<file path="config.mk">
export PLATFORM = sky130hd
export DESIGN_NAME = apb_master_bridge
export DESIGN_NICKNAME = d
export VERILOG_FILES = /design/src/rtl/apb_master_bridge.sv
export SDC_FILE = /design/constraint.sdc
export NUM_CORES = 1
export LEC_CHECK = 0
export BUFFER_PORTS_ARGS = -buffer_cell sky130_fd_sc_hd__buf_2
export CAP_MARGIN = 20
export CORE_ASPECT_RATIO = 0.8
export CORE_MARGIN = 2
export CORE_UTILIZATION = 45
export CTS_CLUSTER_DIAMETER = 150
export CTS_CLUSTER_SIZE = 12
export DETAILED_ROUTE_END_ITERATION = 10
export PLACE_DENSITY_LB_ADDON = 0.25
export REMOVE_ABC_BUFFERS = 1
export SYNTH_ARGS = -nofsm -noshare
export SYNTH_HDL_FRONTEND = slang
export SYNTH_SLANG_ARGS = --single-unit
export TNS_END_PERCENT = 30
</file>
<file path="constraint.sdc">
create_clock -name clk -period 2.59 [get_ports clk]
set_input_delay 0.259 -clock clk [delete_from_list [all_inputs] [get_ports clk]]
set_output_delay 0.259 -clock clk [all_outputs]
set_load 0.01 [all_outputs]
</file>
<file path="src/rtl/apb_master_bridge.sv">
// APB master bridge: single-command valid/ready port to an APB
// SETUP/ACCESS sequence, with a response pulse and an ACCESS timeout.
module apb_master_bridge #(
  parameter int ADDR_W  = 32,
  parameter int DATA_W  = 32,
  parameter int TIMEOUT = 16
) (
  input  logic              clk,
  input  logic              RESET,
  input  logic              cmd_valid,
  output logic              cmd_ready,
  input  logic              cmd_write,
  input  logic [ADDR_W-1:0] cmd_addr,
  input  logic [DATA_W-1:0] cmd_wdata,
  output logic              rsp_valid,
  output logic [DATA_W-1:0] rsp_rdata,
  output logic              rsp_err,
  output logic [7:0]        err_count,
  output logic              PSELx,
  output logic              PENABLE,
  output logic              PWRITE,
  output logic [ADDR_W-1:0] PADDR,
  output logic [DATA_W-1:0] PWDATA,
  input  logic [DATA_W-1:0] PRDATA,
  input  logic              PREADY
);

  localparam int CW = (TIMEOUT < 2) ? 1 : $clog2(TIMEOUT + 1);
  localparam logic [CW:0] TO_L = (CW+1)'(TIMEOUT);

  typedef enum logic [1:0] {
    IDLE   = 2'd0,
    SETUP  = 2'd1,
    ACCESS = 2'd2
  } state_t;

  state_t            state_q, state_d;
  logic              psel_q, psel_d;
  logic              penable_q, penable_d;
  logic              pwrite_q, pwrite_d;
  logic [ADDR_W-1:0] paddr_q, paddr_d;
  logic [DATA_W-1:0] pwdata_q, pwdata_d;
  logic              rsp_valid_q, rsp_valid_d;
  logic              rsp_err_q, rsp_err_d;
  logic [DATA_W-1:0] rsp_rdata_q, rsp_rdata_d;
  logic [7:0]        err_q, err_d;
  logic [CW-1:0]     cnt_q, cnt_d;
  logic [CW:0]       cnt_inc;

  assign cnt_inc = {1'b0, cnt_q} + (CW+1)'(1);

  // Next-state, APB drive and response decode
  always_comb begin
    state_d     = state_q;
    pwrite_d    = pwrite_q;
    paddr_d     = paddr_q;
    pwdata_d    = pwdata_q;
    rsp_valid_d = 1'b0;
    rsp_err_d   = 1'b0;
    rsp_rdata_d = rsp_rdata_q;
    err_d       = err_q;
    cnt_d       = cnt_q;
    unique case (state_q)
      IDLE: begin
        if (cmd_valid) begin
          paddr_d  = cmd_addr;
          pwrite_d = cmd_write;
          pwdata_d = cmd_write ? cmd_wdata : '0;
          cnt_d    = '0;
          state_d  = SETUP;
        end
      end
      SETUP: begin
        cnt_d   = '0;
        state_d = ACCESS;
      end
      ACCESS: begin
        if (PREADY) begin
          state_d     = IDLE;
          rsp_valid_d = 1'b1;
          cnt_d       = '0;
          if (!pwrite_q) rsp_rdata_d = PRDATA;
        end else if (TIMEOUT != 0 && cnt_inc == TO_L) begin
          state_d     = IDLE;
          rsp_valid_d = 1'b1;
          rsp_err_d   = 1'b1;
          rsp_rdata_d = '0;
          cnt_d       = '0;
          if (err_q != 8'hFF) err_d = err_q + 8'd1;
        end else begin
          cnt_d = cnt_inc[CW-1:0];
        end
      end
      default: state_d = IDLE;
    endcase
    psel_d    = (state_d != IDLE);
    penable_d = (state_d == ACCESS);
  end

  // Register all outputs and state; reset aborts any transfer
  always_ff @(posedge clk) begin
    if (RESET) begin
      state_q     <= IDLE;
      psel_q      <= 1'b0;
      penable_q   <= 1'b0;
      pwrite_q    <= 1'b0;
      paddr_q     <= '0;
      pwdata_q    <= '0;
      rsp_valid_q <= 1'b0;
      rsp_err_q   <= 1'b0;
      rsp_rdata_q <= '0;
      err_q       <= '0;
      cnt_q       <= '0;
    end else begin
      state_q     <= state_d;
      psel_q      <= psel_d;
      penable_q   <= penable_d;
      pwrite_q    <= pwrite_d;
      paddr_q     <= paddr_d;
      pwdata_q    <= pwdata_d;
      rsp_valid_q <= rsp_valid_d;
      rsp_err_q   <= rsp_err_d;
      rsp_rdata_q <= rsp_rdata_d;
      err_q       <= err_d;
      cnt_q       <= cnt_d;
    end
  end

  assign cmd_ready = (state_q == IDLE);
  assign PSELx     = psel_q;
  assign PENABLE   = penable_q;
  assign PWRITE    = pwrite_q;
  assign PADDR     = paddr_q;
  assign PWDATA    = pwdata_q;
  assign rsp_valid = rsp_valid_q;
  assign rsp_err   = rsp_err_q;
  assign rsp_rdata = rsp_rdata_q;
  assign err_count = err_q;

endmodule

</file>
==> impl_metrics.toml, run 1 <==
[status]
status = "finished, final reports clean"

[clock_tree]
clockBufferDepth = 2
cts_buffers = 17
worstSkewPairLatency_ns = 0.40
postCtsSetupBuffers = 0
cts_resized = 0
ctsHoldBuffers = 0
clockRootBuffer = "clkbuf_16"
cts_tree = "done"
clock-sinks = 116
cts_max_level = 4
clk_pin_slew_ns = 0.05

[placement]
place_hpwl_mm = 7.42
dp_slack_ns = 0.772
numPlacedInstances = 759
portBuffers = 210
gp_congestion = 0.780

[synthesis]
async_reset_ff_share_pct = 0
synth_edf_count = 0
ys_ff_latch = 116
synth_compound_area_share_pct = 18.2
synth_mux_area_share_pct = 0.488
synth.area.top_cells = "dfxtp_1, nand2_1, a21oi_1"
synth_top_family_by_area = "simple AND/OR/NAND/NOR gates"
synth_top_area_share_pct = 56.6
yosysUniqueCellTypes = 35
yosysTopAreaCell = "dfxtp_1"
synth_most_common_cell = "dfxtp_1"
synth_xor_area_share_pct = 0.854
netlist_instances = 460
seq_area_frac_synth_pct = 56.6
syn_area_per_cell_sq_um = 8.92
netlist_area_sq_mm = 0.00410
yosys.area_share.simple_pct = 20.0
synth_fa_ha_area_share_pct = 0.610
yosysWarnings = 0
ys.flop_type = "dfxtp_1"
synthTopCellsByCount = "dfxtp_1, nand2_1, a21oi_1"

[critical_path]
crit_fanout = 32
cp-end-kind = "register"
criticalPathCategory = "register to register"
slowest_delay_ns = 0.37
required_ns = 2.93
arrival_ns = 2.18
cp_cell_sequence = "and4b_1 > a21oi_2 > o31ai_1 > a21oi_2 > buf_4 > a22o_1"
path_buf_inv = 1
cp-start-kind = "register"
regToRegSetupSlack_ns = 0.75
critPathSlowestCell = "dfxtp_1"
critPathMostFrequentCell = "a21oi_2"
cp_top_family = "compound AO/OA/AOI/OAI gates"

[drt]
routedWlPerCell_um = 13.7
highest_layer = "met4"
final_antenna_net_count = 0
vias = 3975
avgViaCountPerCell = 5.03
wirelength_met1_mm = 4.58
drc = 0
drtPass1Iterations = 5
first_iter_violations = 198
dr_wl_met2_mm = 5.45
wl_met3_um = 616
drt_wl_total_mm = 10.8

[timing]
setup_viol_count_final = 0
rsz0062_at_grt = "no"
maxSlewViolCount = 0
post-route-period-util_pct = 71.0
finalHoldViolations = 0
min_period_ns = 1.84
relSlewSlack_pct = 53.6
skew_ns = 0.00587
tightest_slew_ns = 0.695
fmax_mhz = 544
setup_tns_ns = 0
final.setup.worst_slack_ns = 0.750

[cells_and_area]
nets = 766
final_cells = 791
fin_util_pct = 65.6
layout-drive-gt1-share_pct = 37.9
diodes = 0
areaGrowthSynthToFinish_pct = 43.3

[job]
max_cap_viol_count = 0

[floorplan]
rows = 31
die_w_um = 111
initial_core_util_pct = 45.8
die_area_sq_mm = 0.00990
num_io_pins = 211
core_sq_mm = 0.00896
die_y_um = 89.4

[power_and_ir_drop]
irDropWorstVdd_mv = 0.546
p_leak_nw = 2.74
power.density_mw_per_mm2 = 814
p_total_mw = 4.78

[grt]
grt_start_max_net_pins = 53
grt_pass1_vias = 3649
grt-ovfl-total = 0
gr-usage-all-layers_pct = 21.0
grt_antenna_before_repair = 0
grt_first_pass_wirelength_mm = 16.8

[min_path]
min_path_type = "input pin to register"
[routing by layer]
metal | GRT usage (%) | up-vias
met4 | 9.20 | 0
met5 | 0 | -
met3 | 6.71 | 17
met1 | 24.8 | 1828
met2 | 35.9 | 129
li1 | - | 2001
[cell families (layout without fill, tap and decap cells)]
kind of cell,Yosys count,count (layout)
AND/OR/NAND/NOR,182,182
AO/OA/AOI/OAI,121,121
flip-flops,116,116
buffers and inverters,33,249
XOR/XNOR,4,4
adder cells (fa/ha/maj),2,2
multiplexers,2,2
[worst paths after layout]
check,startpoint,endpoint,cells past startpoint
hold reg to reg,PWDATA[28],PWDATA[28],2
setup reg to reg,cnt_q[4],rsp_rdata[14],6
hold / removal,PRDATA[18],rsp_rdata[18],2
setup / recovery,cnt_q[4],rsp_rdata[14],6
[through the flow]
step           hold slack, ns  instance area (sq um)
2_1_floorplan           0.328                   3970
3_3_place_gp            0.435                   5230
3_5_place_dp            0.444                   5230
4_1_cts                0.0599                   5880
5_1_grt                0.0647                   5880
6_report               0.0731                   5880
[power by group]
part | leakage, nW | switching [mW] | internal, mW
sequential | 0.944 | 0.0355 | 1.86
clock | 0.319 | 0.778 | 1.73
combinational | 1.47 | 0.223 | 0.160
total | 2.74 | 1.04 | 3.75
[state kept, by name (all words and copies together), names as in the netlist]
name,flops
rsp_err,1
PWDATA,32
PENABLE,1
rsp_rdata,32
rsp_valid,1
err_count,8
state_q,2
PADDR,32
PSELx,1
cnt_q,5
PWRITE,1
[final cells by class]
| class | instances | area [sq um] |
|---|---|---|
| clock buffer | 23 | 498 |
| clock inverter | 9 | 148 |
| fill | 755 | 3080 |
| multi-input combinational | 311 | 1660 |
| sequential | 116 | 2320 |
| tap | 115 | 144 |
| timing repair buffer | 217 | 1100 |
[placed cells by master, fill, tap and decap left out, types with 5 or more instances in the layout]
cell,n
nand2_1,104
clkbuf_16,17
clkbuf_8,5
buf_4,7
a21oi_1,74
nand3_1,36
o21ai_0,5
nor2_1,15
dfxtp_1,116
buf_2,210
a22o_1,32
(Power assumes the default switching activity.)
==> run 2, diff against run 1 <==
--- a/config.mk
+++ b/config.mk
@@ -5,6 +5,7 @@
 export SDC_FILE = /design/constraint.sdc
 export NUM_CORES = 1
 export LEC_CHECK = 0
+export ABC_AREA = 1
 export BUFFER_PORTS_ARGS = -buffer_cell sky130_fd_sc_hd__buf_2
 export CAP_MARGIN = 20
 export CORE_ASPECT_RATIO = 0.8
==> constraint.sdc (replaced) <==
create_clock -name clk -period 1.75 [get_ports clk]
set_input_delay 0.175 -clock clk [delete_from_list [all_inputs] [get_ports clk]]
set_output_delay 0.175 -clock clk [all_outputs]
set_load 0.01 [all_outputs]
==> run 2 against run 1 <==
Via count up 11%. Utilization down 1.0 points. Sequential cell count unchanged. Total power increased by 48%. Die area up 7.6%. Critical path depth is 3 higher. Critical path type unchanged. Final cell count up 12%. Combinational power grew 79%. Largest cell class unchanged. Clock skew increased by 0.0057 ns. Sequential share of layout area down 2.1 points. Fmax grew 9.7%.
==> impl_metrics.toml, run 2 <==
[timing]
finalHoldViolations = 0
rsz0062_at_grt = "no"
post-route-period-util_pct = 95.8
skew_ns = 0.0115
fmax_mhz = 596
tightest_slew_ns = 0.698
maxSlewViolCount = 0
relSlewSlack_pct = 53.5
min_period_ns = 1.68
setup_tns_ns = 0
final.setup.worst_slack_ns = 0.0728
setup_viol_count_final = 0

[critical_path]
cp-start-kind = "register"
cp-end-kind = "register"
crit_fanout = 16
criticalPathCategory = "register to register"
required_ns = 2.03
arrival_ns = 1.96
regToRegSetupSlack_ns = 0.07

[synthesis]
synth_top_area_share_pct = 52.4
ys_ff_latch = 116
yosysUniqueCellTypes = 26
seq_area_frac_synth_pct = 52.4
synth.area.top_cells = "dfxtp_1, a21oi_1, nand3_1"
synth_most_common_cell = "dfxtp_1"
netlist_instances = 557
ys.flop_type = "dfxtp_1"
synth_edf_count = 0
async_reset_ff_share_pct = 0
yosysTopAreaCell = "dfxtp_1"
netlist_area_sq_mm = 0.00443
syn_area_per_cell_sq_um = 7.95
yosysWarnings = 0
synthTopCellsByCount = "dfxtp_1, nand2_1, a21oi_1"

[cells_and_area]
mostFrequentLayoutCells = "buf_2, dfxtp_1, nand2_1, a21oi_1, nor2_1"
nets = 859
fin_util_pct = 64.6
areaGrowthSynthToFinish_pct = 40.2
seqCellArea_sq_mm = 0.00232
nFillCells = 878
final_cells = 888
multi_input_area_sq_mm = 0.00191
layout-drive-gt1-share_pct = 34.9
diodes = 0
mostFrequentLayoutCell = "buf_2"

[floorplan]
initial_core_util_pct = 46.1
die_y_um = 92.7
rows = 32
die_w_um = 115
num_io_pins = 211
core_sq_mm = 0.00961
die_area_sq_mm = 0.0107

[drt]
drt_wl_total_mm = 11.9
drc = 0
routedWlPerCell_um = 13.4
first_iter_violations = 246
avgViaCountPerCell = 4.98
drtPass1Iterations = 4
final_antenna_net_count = 0
vias = 4421

[grt]
grt_start_max_net_pins = 81
gr-usage-all-layers_pct = 22.3
grt_first_pass_wirelength_mm = 18.8
grt_pass1_vias = 4097
grt_antenna_before_repair = 0
grt-ovfl-total = 0

[clock_tree]
cts_max_level = 4
clockBufferDepth = 2
cts_tree = "done"
clock-sinks = 116
worstSkewPairLatency_ns = 0.41
clk_pin_slew_ns = 0.05
clockRootBuffer = "clkbuf_16"
cts_buffers = 17

[power_and_ir_drop]
p_leak_nw = 2.87
power.density_mw_per_mm2 = 1140
irDropWorstVdd_mv = 0.612

[placement]
portBuffers = 210
place_hpwl_mm = 7.66
gp_congestion = 0.806
numPlacedInstances = 853
dp_slack_ns = 0.0632

[job]
max_cap_viol_count = 0

[status]
status = "finished, final reports clean"

[min_path]
min_path_type = "input pin to register"
-- run 2: final timing paths --
kind / from / end / depth (start not counted)
worst max-delay path: cnt_q[0] / rsp_rdata[19] / 9
worst min-delay path: cmd_addr[26] / PADDR[26] / 3
worst max register to register: cnt_q[0] / rsp_rdata[19] / 9
worst min register to register: rsp_rdata[21] / rsp_rdata[21] / 2
-- run 2: worst max-delay path: stages, from the launching register on --
cell and delay, ns:
dfxtp_1 0.42, ha_4 0.18, nand2_2 0.06, nor2_2 0.15
nand3_4 0.14, o21bai_4 0.18, buf_12 0.15, nand2_8 0.10
nand2_1 0.11, a21oi_1 0.06
-- run 2: cells by family (layout without fill, tap and decap cells) --
logic type               Yosys count  in the layout  share of synthesized area [%]
XOR/XNOR                           6              6                           1.19
buffers and inverters             55            265                           5.74
flip-flops                       116            116                           52.4
adder cells (fa/ha/maj)            2              2                          0.565
AND/OR/NAND/NOR                  262            264                           26.6
AO/OA/AOI/OAI                    116            116                           13.5
-- run 2: layer usage --
metal	routed length (um)	vias up	share of wire, %	track usage [%]
met5	0	-	0	0
met1	4880	2013	41	25.3
met2	5960	146	50	37.5
li1	-	2242	-	-
met3	832	20	7.0	7.46
met4	228	0	1.9	10.9
-- run 2: power by group --
group          internal, mW  total (mW)  switching, mW
clock                  2.41        3.56           1.16
sequential             2.77        2.82         0.0583
combinational         0.282       0.686          0.404
total                  5.45        7.07           1.62
-- run 2: final cells by class --
class	instances	area share (%)
multi-input cells	388	30.8
flip-flops and latches	116	37.4
well taps	119	2.40
clock buffers	22	7.32
clock inverters	10	2.50
inverters	15	0.907
repair buffers	218	18.7
-- run 2: what timing repair did --
action / in CTS / in global routing
buffers inserted: 0 / 1
hold buffers: 0 / 0
resized for setup: 0 / 5
setup endpoints to repair: 0 / 34
hold endpoints to repair: 0 / 0
-- run 2: metrics by stage --
stage	area (sq um)	hold slack [ns]	power, mW
global placement	5520	0.423	3.53
detailed placement	5520	0.431	3.55
floorplan	4230	0.242	3.17
finish	6210	0.0175	7.07
CTS	6130	0.00191	7.12
global route	6210	0.00462	7.36
